## src/rtl/ccu_pkg.sv

```systemverilog
`default_nettype none
// ============================================================================
//  Module   : ccu_pkg
//  Purpose  : Shared CCU definitions: packet type codes, header size, send
//             FSM state encoding and the header byte selector.
//  Revision : 1.0 - initial release
// ============================================================================
package ccu_pkg;

  // Packet type codes carried in header byte 2
  localparam logic [7:0] PACKAGE_TYPE_H00      = 8'h00;
  localparam logic [7:0] PACKAGE_TYPE_H11      = 8'h11;
  localparam logic [7:0] PACKAGE_TYPE_ADC_DATA = 8'h12;
  localparam logic [7:0] PACKAGE_TYPE_H21      = 8'h21;
  localparam logic [7:0] PACKAGE_TYPE_H22      = 8'h22;

  // Header is id[15:8], id[7:0], type, length[15:8], length[7:0]
  localparam int HDR_BYTES = 5;

  typedef enum logic [1:0] {
    ST_IDLE    = 2'd0,
    ST_HDR     = 2'd1,
    ST_PAYLOAD = 2'd2,
    ST_DONE    = 2'd3
  } send_state_e;

  // Returns header byte number idx of a packet
  function automatic logic [7:0] hdr_byte(input logic [2:0]  idx,
                                          input logic [15:0] id,
                                          input logic [7:0]  typ,
                                          input logic [15:0] len);
    logic [7:0] b;
    case (idx)
      3'd0:    b = id[15:8];
      3'd1:    b = id[7:0];
      3'd2:    b = typ;
      3'd3:    b = len[15:8];
      default: b = len[7:0];
    endcase
    return b;
  endfunction

endpackage
`default_nettype wire

```

## src/rtl/ccu_rr_arbiter2.sv

```systemverilog
`default_nettype none
// ============================================================================
//  Module   : ccu_rr_arbiter2
//  Purpose  : Two-way round-robin arbiter. A lone requester wins outright;
//             on contention the source not granted last wins. The history
//             register only moves when update_en is pulsed.
//  Revision : 1.0 - initial release
// ============================================================================
module ccu_rr_arbiter2 #(
  parameter bit SRC0_PRIORITY_FIRST = 1'b1
) (
  input  logic       clk,
  input  logic       rst_n,
  input  logic [1:0] req,
  input  logic       update_en,
  input  logic       update_sel,
  output logic       gnt_valid,
  output logic       gnt_sel
);

  // last_grant = 1 means src1 was served last, so src0 wins the next tie
  logic last_grant;

  // Combinational grant decision
  always_comb begin
    gnt_valid = |req;
    gnt_sel   = 1'b0;
    case (req)
      2'b10:   gnt_sel = 1'b1;
      2'b11:   gnt_sel = ~last_grant;
      default: gnt_sel = 1'b0;
    endcase
  end

  // Arbitration history
  always_ff @(posedge clk or negedge rst_n) begin
    if (!rst_n) begin
      last_grant <= SRC0_PRIORITY_FIRST;
    end else if (update_en) begin
      last_grant <= update_sel;
    end
  end

endmodule
`default_nettype wire

```

## src/rtl/ccu_send_arbiter.sv

```systemverilog
`default_nettype none
// ============================================================================
//  Module   : ccu_send_arbiter
//  Purpose  : Shares the SPI TX byte stream between two packet sources.
//             Each granted request produces a 5-byte header followed by
//             exactly `length` payload bytes from the granted source, with
//             tlast on the final byte of the packet.
//  Revision : 1.0 - initial release
// ============================================================================
module ccu_send_arbiter
  import ccu_pkg::*;
#(
  parameter logic [15:0] ID_INIT             = 16'h0000,
  parameter bit          SRC0_PRIORITY_FIRST = 1'b1
) (
  input  logic        axi_aclk,
  input  logic        axi_aresetn,
  // source 0
  input  logic        src0_req_valid,
  output logic        src0_req_ready,
  input  logic [7:0]  src0_req_type,
  input  logic [15:0] src0_req_length,
  input  logic [7:0]  src0_axis_tdata,
  input  logic        src0_axis_tvalid,
  output logic        src0_axis_tready,
  input  logic        src0_axis_tlast,
  // source 1
  input  logic        src1_req_valid,
  output logic        src1_req_ready,
  input  logic [7:0]  src1_req_type,
  input  logic [15:0] src1_req_length,
  input  logic [7:0]  src1_axis_tdata,
  input  logic        src1_axis_tvalid,
  output logic        src1_axis_tready,
  input  logic        src1_axis_tlast,
  // SPI TX stream
  output logic [7:0]  spi_send_axis_tdata,
  output logic        spi_send_axis_tvalid,
  input  logic        spi_send_axis_tready,
  output logic        spi_send_axis_tlast,
  // status
  output logic        int_send_finish,
  output logic        int_len_err,
  output logic        busy
);

  send_state_e state;
  logic [15:0] pack_id;
  logic [15:0] req_len;
  logic [7:0]  req_type;
  logic [15:0] pay_cnt;
  logic [2:0]  hdr_cnt;
  logic        gnt_src;
  logic        len_err_flag;

  logic        arb_valid;
  logic        arb_sel;
  logic        accept;
  logic        load_ok;
  logic        sel_tvalid;
  logic [7:0]  sel_tdata;
  logic        sel_tlast;
  logic        src_hs;
  logic        pay_last;
  logic        done_hs;

  // The output register can take a new byte when empty or draining this cycle
  assign load_ok = !spi_send_axis_tvalid || spi_send_axis_tready;

  assign accept         = (state == ST_IDLE) && arb_valid;
  assign src0_req_ready = accept && !arb_sel;
  assign src1_req_ready = accept &&  arb_sel;

  assign src0_axis_tready = (state == ST_PAYLOAD) && !gnt_src && load_ok;
  assign src1_axis_tready = (state == ST_PAYLOAD) &&  gnt_src && load_ok;

  assign sel_tvalid = gnt_src ? src1_axis_tvalid : src0_axis_tvalid;
  assign sel_tdata  = gnt_src ? src1_axis_tdata  : src0_axis_tdata;
  assign sel_tlast  = gnt_src ? src1_axis_tlast  : src0_axis_tlast;

  assign src_hs   = (state == ST_PAYLOAD) && sel_tvalid && load_ok;
  // Only evaluated in PAYLOAD, where req_len is known to be non-zero
  assign pay_last = (pay_cnt == (req_len - 16'd1));
  assign done_hs  = (state == ST_DONE) && spi_send_axis_tvalid && spi_send_axis_tready;

  // History advances when a packet completes, not when it is granted
  ccu_rr_arbiter2 #(
    .SRC0_PRIORITY_FIRST (SRC0_PRIORITY_FIRST)
  ) u_arb (
    .clk        (axi_aclk),
    .rst_n      (axi_aresetn),
    .req        ({src1_req_valid, src0_req_valid}),
    .update_en  (done_hs),
    .update_sel (gnt_src),
    .gnt_valid  (arb_valid),
    .gnt_sel    (arb_sel)
  );

  // Send FSM together with the single-entry output register
  always_ff @(posedge axi_aclk or negedge axi_aresetn) begin
    if (!axi_aresetn) begin
      state                <= ST_IDLE;
      pack_id              <= ID_INIT;
      req_len              <= 16'd0;
      req_type             <= 8'd0;
      pay_cnt              <= 16'd0;
      hdr_cnt              <= 3'd0;
      gnt_src              <= 1'b0;
      len_err_flag         <= 1'b0;
      spi_send_axis_tdata  <= 8'd0;
      spi_send_axis_tvalid <= 1'b0;
      spi_send_axis_tlast  <= 1'b0;
      int_send_finish      <= 1'b0;
      int_len_err          <= 1'b0;
      busy                 <= 1'b0;
    end else begin
      int_send_finish <= 1'b0;
      int_len_err     <= 1'b0;
      // A consumed byte empties the register unless a new one is loaded below
      if (spi_send_axis_tvalid && spi_send_axis_tready) begin
        spi_send_axis_tvalid <= 1'b0;
      end

      case (state)
        ST_IDLE: begin
          if (accept) begin
            gnt_src  <= arb_sel;
            req_type <= arb_sel ? src1_req_type   : src0_req_type;
            req_len  <= arb_sel ? src1_req_length : src0_req_length;
            hdr_cnt  <= 3'd0;
            busy     <= 1'b1;
            state    <= ST_HDR;
          end
        end

        ST_HDR: begin
          if (load_ok) begin
            spi_send_axis_tdata  <= hdr_byte(hdr_cnt, pack_id, req_type, req_len);
            spi_send_axis_tvalid <= 1'b1;
            spi_send_axis_tlast  <= (hdr_cnt == 3'(HDR_BYTES - 1)) && (req_len == 16'd0);
            hdr_cnt              <= hdr_cnt + 3'd1;
            if (hdr_cnt == 3'(HDR_BYTES - 1)) begin
              pay_cnt <= 16'd0;
              state   <= (req_len == 16'd0) ? ST_DONE : ST_PAYLOAD;
            end
          end
        end

        ST_PAYLOAD: begin
          if (src_hs) begin
            spi_send_axis_tdata  <= sel_tdata;
            spi_send_axis_tvalid <= 1'b1;
            spi_send_axis_tlast  <= pay_last;
            // Length counter rules; the source tlast is only cross-checked
            if (sel_tlast != pay_last) begin
              len_err_flag <= 1'b1;
            end
            pay_cnt <= pay_cnt + 16'd1;
            if (pay_last) begin
              state <= ST_DONE;
            end
          end
        end

        ST_DONE: begin
          if (done_hs) begin
            int_send_finish <= 1'b1;
            int_len_err     <= len_err_flag;
            len_err_flag    <= 1'b0;
            pack_id         <= pack_id + 16'd1;
            busy            <= 1'b0;
            state           <= ST_IDLE;
          end
        end

        default: state <= ST_IDLE;
      endcase
    end
  end

endmodule
`default_nettype wire
```

## config.mk

```make
export PLATFORM = sky130hd
export DESIGN_NAME = ccu_send_arbiter
export DESIGN_NICKNAME = d
export VERILOG_FILES = /design/src/rtl/ccu_pkg.sv /design/src/rtl/ccu_rr_arbiter2.sv /design/src/rtl/ccu_send_arbiter.sv
export SDC_FILE = /design/constraint.sdc
export NUM_CORES = 1
export LEC_CHECK = 0
export CAP_MARGIN = 5
export CORE_ASPECT_RATIO = 1.25
export CORE_MARGIN = 1
export CORE_UTILIZATION = 53
export DETAILED_ROUTE_END_ITERATION = 16
export PLACE_DENSITY = 0.81
export SLEW_MARGIN = 20
export SYNTH_ARGS = -nofsm -noshare
export SYNTH_HDL_FRONTEND = slang
export SYNTH_SLANG_ARGS = --single-unit
```

## constraint.sdc

```tcl
create_clock -name axi_aclk -period 3.9 [get_ports axi_aclk]
set_input_delay 0.78 -clock axi_aclk [delete_from_list [all_inputs] [get_ports axi_aclk]]
set_output_delay 0.78 -clock axi_aclk [all_outputs]
set_load 0.02 [all_outputs]
```

# Word level (Yosys, flattened, before mapping)
# Index checks and enable logic that the tools add are counted.
word_totals:
  in_bits: 73
  ff_bits: 77
  out_inout_bits: 17
classes:
  n_reduce_logical: 33
  bitwise_logic: 1
  add_sub_neg: 4
  eq_ne: 18
  mux: 42
ops:
  columns: ["operator", "n"]
  rows:
  - ["two-way mux 16 bit", 4]
  - ["adder 16 x 1 -> 16 bit, second input constant", 2]
  - ["two-way mux 8 bit", 4]
  - ["case mux 16 bit (2 select lines)", 1]
  - ["case mux 8 bit (4 select lines)", 1]
  - ["equality test 16 bit", 1]
  - ["zero test 16 bit", 1]
  - ["two-way mux 1 bit", 16]
  - ["case mux 8 bit (2 select lines)", 1]
  - ["subtractor 16 x 1 -> 16 bit, second input constant", 1]
  - ["logical AND 1 bit", 13]
  - ["two-way mux 2 bit", 6]
  - ["!= test 2 bit, second input constant", 6]
  - ["case mux 1 bit (2 select lines)", 5]
  - ["AND reduction 3 bit", 3]
  - ["equality test 2 bit, second input constant", 4]
  - ["case mux 2 bit (4 select lines)", 1]
  - ["AND reduction 4 bit", 2]
  - ["nonzero test 2 bit", 4]
  - ["equality test 3 x 2 -> 1 bit, second input constant", 2]
  - ["two-way mux 3 bit", 2]
  - ["case mux 3 bit (2 select lines)", 1]
  - ["AND reduction 6 bit", 1]
  - ["AND reduction 2 bit", 2]
  - ["other kinds (12)", 14]

# Logic depth before layout (Yosys ltp)
depth:
  depth_word: 6
  depth_mapped: 12

# By module
# Synthesis repeated with hierarchy kept, for this count alone.
unflattened:
  hier_cells: 528
  area_unflattened_um2: 4737.0
by_module_without_submodules:
  columns: ["mod", "cells_per_inst", "seq_area_each_um2", "n_inst", "area_each_um2"]
  rows:
  - ["ccu_send_arbiter", 524, 1901.8, 1, 4682.0]
  - ["ccu_rr_arbiter2", 4, 26.3, 1, 55.1]

# Least setup slack after synthesis
# OpenSTA, ideal clock, no wires.
synth_path:
  path_type: "flip-flop to flip-flop"
  startpoint: "register req_len[3]"
  endpoint: "register state[1]"
  path_stages_with_launch: 11
  period_less_slack_ps: 2902
  arrival_ps: 2783
  path_slack_ps: 998
  path_buffers: 2
  required_ps: 3780
  setup_time_ps: 120
  cell_sequence: "dfrtp_1 buf_6 or4_4 buf_6 or4b_4 xor2_1 o31ai_1 mux2i_1 o41ai_4 a21oi_1 a31o_1"
synth_between:
  elab_chain_cells: 4
synth_lines:
  columns: ["element", "line_no", "source"]
  rows:
  - ["start, declared", "ccu_send_arbiter.sv:49", "logic [15:0] req_len;"]
  - ["start signal, assigned", "ccu_send_arbiter.sv:129", "req_len <= arb_sel ? src1_req_length : src0_req_length;"]
  - ["subtractor 16 x 1 -> 16 bit", "ccu_send_arbiter.sv:83", "assign pay_last = (pay_cnt == (req_len - 16'd1));"]
  - ["equality test 16 bit", "ccu_send_arbiter.sv:83", null]
  - ["!= test 2 bit (no source line)", null, null]
  - ["AND reduction 6 bit (no source line)", null, null]
  - ["end signal, assigned", "ccu_send_arbiter.sv:144", "state <= (req_len == 16'd0) ? ST_DONE : ST_PAYLOAD;"]
  - ["end, declared", "ccu_send_arbiter.sv:47", "send_state_e state;"]
# Every way passes these cells.
# A chain may end at the register's enable or synchronous reset.

# Worst setup path after layout
layout_path:
  startpoint: "register state[0]"
  endpoint: "output src1_axis_tready"
layout_between:
  elab_chain_cells: 3
layout_lines:
  columns: ["element", "line_no", "source"]
  rows:
  - ["equality test 2 bit", "ccu_send_arbiter.sv:75", "assign src1_axis_tready = (state == ST_PAYLOAD) && gnt_src && load_ok;"]
  - ["logical AND 1 bit (2 in series)", "ccu_send_arbiter.sv:75", null]
  - ["end, declared", "ccu_send_arbiter.sv:34", "output logic src1_axis_tready,"]
# Every way passes these cells.

==> impl_metrics.toml <==
[worst_setup_path]
cp.arrival_ps = 2380
worstSetupEndpointType = "output port"
r2r_slack_ps = 760
slowest_delay_ps = 600
cp_slowest_cell = "clkdlybuf4s50_1"
cp_max_fo = 18
crit_required_ps = 3120
start_kind = "flop"
path_cells = "inv_1 > ha_1 > and3_1 > clkdlybuf4s50_1"
criticalPathCategory = "reg -> out"

[floorplan]
die_h_um = 107
die-area_mm2 = 0.00913
pin_count = 90
die_w_um = 85.7
start_util_pct = 55.4
core_mm2 = 0.00838
rows = 37

[clocking]
htree_levels = 3
cts_tree = "yes"
cts_resized = 0
clock-sinks = 77
clk_path_buf_depth = 2
cts_hold_buf = 0
cts_setup_buffers = 0
insertion_delay_ps = 350
root_buffer = "clkbuf_8"
path_clk_slew_ps = 80
numCtsBuffers = 9

[power]
p_comb_share_pct = 50.1
switching_power_w = 0.00184
vdd_drop_max_mv = 0.402
power_frac_seq_pct = 33.2
p_per_area_mw_per_mm2 = 702
clockPowerShare_pct = 16.7
power.leakage_nw = 2.60
p_int_w = 0.00226
switching_share_pct = 44.9

[yosys]
syn_area_per_cell_um2 = 9.02
synth_ff_type = "dfrtp_1"
synth.distinct_cells = 58
ys_top_cells_by_area = "dfrtp_1 (41%), a222oi_1 (6.9%), nand2_1 (4.5%)"
ys_seq_area_share_pct = 41.6
post-synth-top-count-cell = "dfrtp_1"
ys_async_sr_fraction_pct = 100
synth.largest_area_cell = "dfrtp_1"
synth_cells = 514
syn_area_mm2 = 0.00464
synth_top_cell_area_share_pct = 41.0
synth-edff-count = 0
synth_nets = 601
synth_commonest_cells = "dfrtp_1 (76), nand2_1 (55), nor2_1 (40), inv_1 (35), a222oi_1 (32)"
ys_warn_count = 0
synth_seq_cells = 77

[status]
outcome = "finished clean"

[grt]
grt_overflow = 0
grt_pass1_vias = 4270
grt_pass1_wl_um = 20700
gr-usage-all-layers_pct = 29.1
grt_max_degree = 78
antenna_found_initial = 0

[timing]
min_period_ps = 3160
setup_viol = 0
max_freq_mhz = 317
slew_headroom_pct = 30.8
drv_slew = 0
clock-skew-final_ps = 14.2
rsz0062_at_grt = "no"
tightest_slew_ps = 1040
tns_ps = 0
hold_violations = 0
finalCritPeriodShare_pct = 81.0

[routing]
antenna_left = 0
drtIter0Drc = 392
routed_wl_um = 12800
vias_per_cell = 5.99
route.vias.total = 4261
wl_per_cell_um = 18.1
drtPass1Iterations = 9
drc = 0

[final_layout]
multiInputGateArea_mm2 = 0.00244
drive_above_1_share_pct = 5.89
num_antenna_cells = 0
fillers = 665
nNetsFinal = 676
final-seq-area_mm2 = 0.00193
area_delta_synth_final_pct = 25.8
fin_cells = 711

[placed_design]
dp_cells = 695
post-dp-hpwl_um = 9570
gp_congestion = 0.923
numPortBuffers = 89

[hold_path]
min_path_type = "reg -> reg"

[flow_run]
drv_cap = 0
[cell families after synthesis]
kind of cell	after synthesis	synth area share [%]
buf+inv	70	5.99
mux	15	3.26
compound gates	131	20.6
flops	77	41.6
fa+ha+maj	14	3.78
simple gates	169	17.7
xor+xnor	38	7.18
[cell type report]
type,count,area share (%)
timing repair buffer,98,16.4
inverter,36,2.32
tap,117,2.51
clock buffer,11,2.42
clock inverter,5,1.44
sequential,77,33.0
multi-input combinational,367,41.9
[sequential cells by signal, indices dropped and copies added (netlist names), 2 cells and up]
| signal | flops |
|---|---|
| state | 2 |
| pay_cnt | 16 |
| hdr_cnt | 3 |
| pack_id | 16 |
| req_type | 8 |
| spi_send_axis_tdata | 8 |
| req_len | 16 |
[metal layers]
metal / wire [um] / part of all wire (%) / global-route usage [%]
met5: 0 / 0 / 0
met4: 349 / 2.7 / 12.1
met3: 544 / 4.2 / 4.31
met2: 6720 / 52 / 51.1
met1: 5230 / 41 / 35.7
[power by group through the flow]
stage | sequential, W | combinational (W) | clock, W
2_1_floorplan | 0.00126 | 0.00142 | 0
3_3_place_gp | 0.00135 | 0.00196 | 0
3_5_place_dp | 0.00137 | 0.00202 | 0
4_1_cts | 0.00135 | 0.00204 | 0.000688
5_1_grt | 0.00139 | 0.00225 | 0.000724
6_report | 0.00136 | 0.00205 | 0.000685
[worst paths after layout]
check                                                     end                                from  cells after the start
setup / recovery                             src1_axis_tready                state[0]$_DFFE_PN0P_                      4
hold / removal             spi_send_axis_tdata[2]$_DFFE_PN0P_  spi_send_axis_tdata[2]$_DFFE_PN0P_                      2
setup reg to reg                      pay_cnt[11]$_DFFE_PN0P_              hdr_cnt[0]$_DFFE_PN0P_                     10
hold reg to reg            spi_send_axis_tdata[2]$_DFFE_PN0P_  spi_send_axis_tdata[2]$_DFFE_PN0P_                      2
max in group asynchronous              pay_cnt[3]$_DFFE_PN0P_                         axi_aresetn                      1
min in group asynchronous              req_len[5]$_DFFE_PN0P_                         axi_aresetn                      1
[cell usage in the layout (no fill, tap or decap), types with 3 or more instances in the layout]
cell type	instances
a211oi_1	3
a21o_1	3
a21oi_1	25
a222oi_1	32
a22o_1	6
and3_1	9
buf_4	10
clkbuf_8	10
clkdlybuf4s50_1	88
dfrtp_1	76
ha_1	14
inv_1	35
mux2i_1	14
nand2_1	55
nand2b_1	4
nand3_1	18
nand4_1	4
nor2_1	40
nor3_1	14
nor3b_1	3
nor4_1	5
o21ai_0	31
o21ai_1	3
o31ai_1	5
or3_1	3
xnor2_1	18
xor2_1	20
[critical path, delay by kind of cell (launching register included)]
kind,cells,cell delay [ps]
AND/OR/NAND/NOR,1,260
adder cells (fa/ha/maj),1,590
flip-flops,1,410
buffers and inverters,2,760
[metrics by stage]
stage	area, um^2	power, W	util [%]	setup WS (ps)	hold WS [ps]
floorplan	4640	0.00268	-	998	446
global placement	5610	0.00331	66.9	752	463
detailed placement	5610	0.00339	66.9	665	476
CTS	5830	0.00408	69.6	753	494
global route	5830	0.00436	69.6	421	519
finish	5830	0.00409	69.6	743	490
Note: power is estimated with default switching activity, not from simulation.
==> patch, RTL diff (same settings) <==
Make the reset (`axi_aresetn` and `rst_n`) synchronous in 2 clocked blocks.
--- a/src/rtl/ccu_rr_arbiter2.sv
+++ b/src/rtl/ccu_rr_arbiter2.sv
@@ -35,3 +35,3 @@
   // Arbitration history
-  always_ff @(posedge clk or negedge rst_n) begin
+  always_ff @(posedge clk) begin
     if (!rst_n) begin
--- a/src/rtl/ccu_send_arbiter.sv
+++ b/src/rtl/ccu_send_arbiter.sv
@@ -99,3 +99,3 @@
   // Send FSM together with the single-entry output register
-  always_ff @(posedge axi_aclk or negedge axi_aresetn) begin
+  always_ff @(posedge axi_aclk) begin
     if (!axi_aresetn) begin
Behaviour: differs if axi_aresetn is asserted again (counterexample within 4 cycles, from zero or initial values and one cycle with axi_aresetn low); with axi_aresetn held inactive, the same outputs for 10 cycles.
==> patch against the unedited design <==
Setup slack got worse by 0.14 ns. Area after synthesis decreased by 5.5%. Sequential cell count unchanged. Cell area decreased by 5.0%. Combinational power decreased by 40%. Power decreased by 27%. Non-clock buffer count decreased by 3. Routed wire length decreased by 7.8%. Highest routed layer unchanged.
==> patch: results (changes against the unedited design) <==
metric,value,unit,change
sequential share of the synthesized area,0.3517,,-0.06400
"Slowest-stage cell, CP",ha_1,,
clock-net power,0.000764,W,+12%
CTS root buffer,clkbuf_8,,
M1 GR Usage,0.3220,,-0.03516
met3 Usage GRT,0.03267,,-0.01044
status,finished clean,,
Worst EP arrival,2.52,ns,+0.14 ns
leak pwr,2.081,nW,-20%
share of layout cells above drive strength 1,0.05210,,-0.006822
pre-CTS setup slack,0.8252,ns,+0.1601 ns
Fillers,639,,-3.9%
dpl cells,674,,-3.0%
"CP delay by family, top",adder cells,,
Peak VDD IR,489.6,uV,+22%
drt pass-1 iters,7,,-2
DR iter-0 viols,313,,-20%
RePlAce Congestion,0.9461,,+2.5%
Adder-Cell Fraction of Synth Area,0.03711,,-0.0006553
Setup Buffers After CTS,0,,unchanged
WL met2,6.206,mm,-7.7%
Synth cell types,48,,-17%
fraction of registers with async set/reset,0,,-1.000
top post-synthesis cells by area,"dfxtp_1 35%, a222oi_1 7.3%, nor2b_1 5.4%",,
first-pass GRT wire length,19.48,mm,-5.8%
DPL Wire Length,8.589,mm,-10%
Worst slew margin,0.3465,,+0.03892
Mapped Cells,522,,+1.6%
routed vias,4202,,-1.4%
antenna violations before repair,0,,unchanged
Syn Nets,608,,+1.2%
Setup Skew,0.008502,ns,-0.005748 ns
ANT cells,0,,unchanged
M1 wire length,4.770,mm,-8.8%
Net Sw Frac,0.3807,,-0.06842
Routed met3 length,477,um,-12%
Tot GR Track Use,0.2798,,-0.01170
XOR/XNOR share of the synthesized area,0.08792,,+0.01617
Post-Place Cell Area,5285,um2,-5.8%
drt wl/cell,17.17,um,-5.0%
number of global-route vias before repair,4100,,-4.0%
GR Util met2,0.5035,,-0.007344
pin count of the biggest net entering global routing,59,,-24%
Tot Pwr,0.003004,W,-27%
synth cell count leaders,"77 x dfxtp_1, 47 x nor2_1, 38 x nor2b_1",,
H-tree depth,3,,unchanged
Combinational Power Share,0.407,,-0.094
clk buf depth,2,,unchanged
Compound-Gate Fraction of Synth Area,0.1898,,-0.01572
Crit path largest cell delay,0.82,ns,+0.22 ns
maximum net fanout on the critical path,31,,+13
routed vias/inst,6.090,,+1.6%
mux contribution to synthesized area,0.03882,,+0.006183
[patch: changes by cell type after synthesis, sizes merged, moves of 18 or more]
cell,delta
and2,+19
dfrtp,-76
dfxtp,+77
inv,-23
nand2,-18
nor2b,+36
o21ai,-20
[patch: final cells by class]
type / count / area [um2] / area share
Multi-Input combinational cell: 395 / 2644 / 0.4771
Sequential cell: 77 / 1541 / 0.2782
Timing Repair Buffer: 95 / 935.9 / 0.1689
Clock buffer: 10 / 137.6 / 0.02484
Clock inverter: 6 / 118.9 / 0.02145
Tap cell: 95 / 118.9 / 0.02145
Inverter: 12 / 45.04 / 0.008128
[patch: tightest hold or removal path, cell delays in order, from the launching register on]
cell,delay [ns]
dfxtp_1,0.33
o211ai_1,0.08
mux2i_1,0.07
[patch: worst paths after layout]
path	start	to	depth (start not counted)	slack [ns]
setup / recovery	state[0]	src1_axis_tready	4	0.60
hold reg to reg	len_err_flag	len_err_flag	2	0.52
setup reg to reg	state[0]	pay_cnt[15]	10	0.90
hold / removal	len_err_flag	len_err_flag	2	0.52
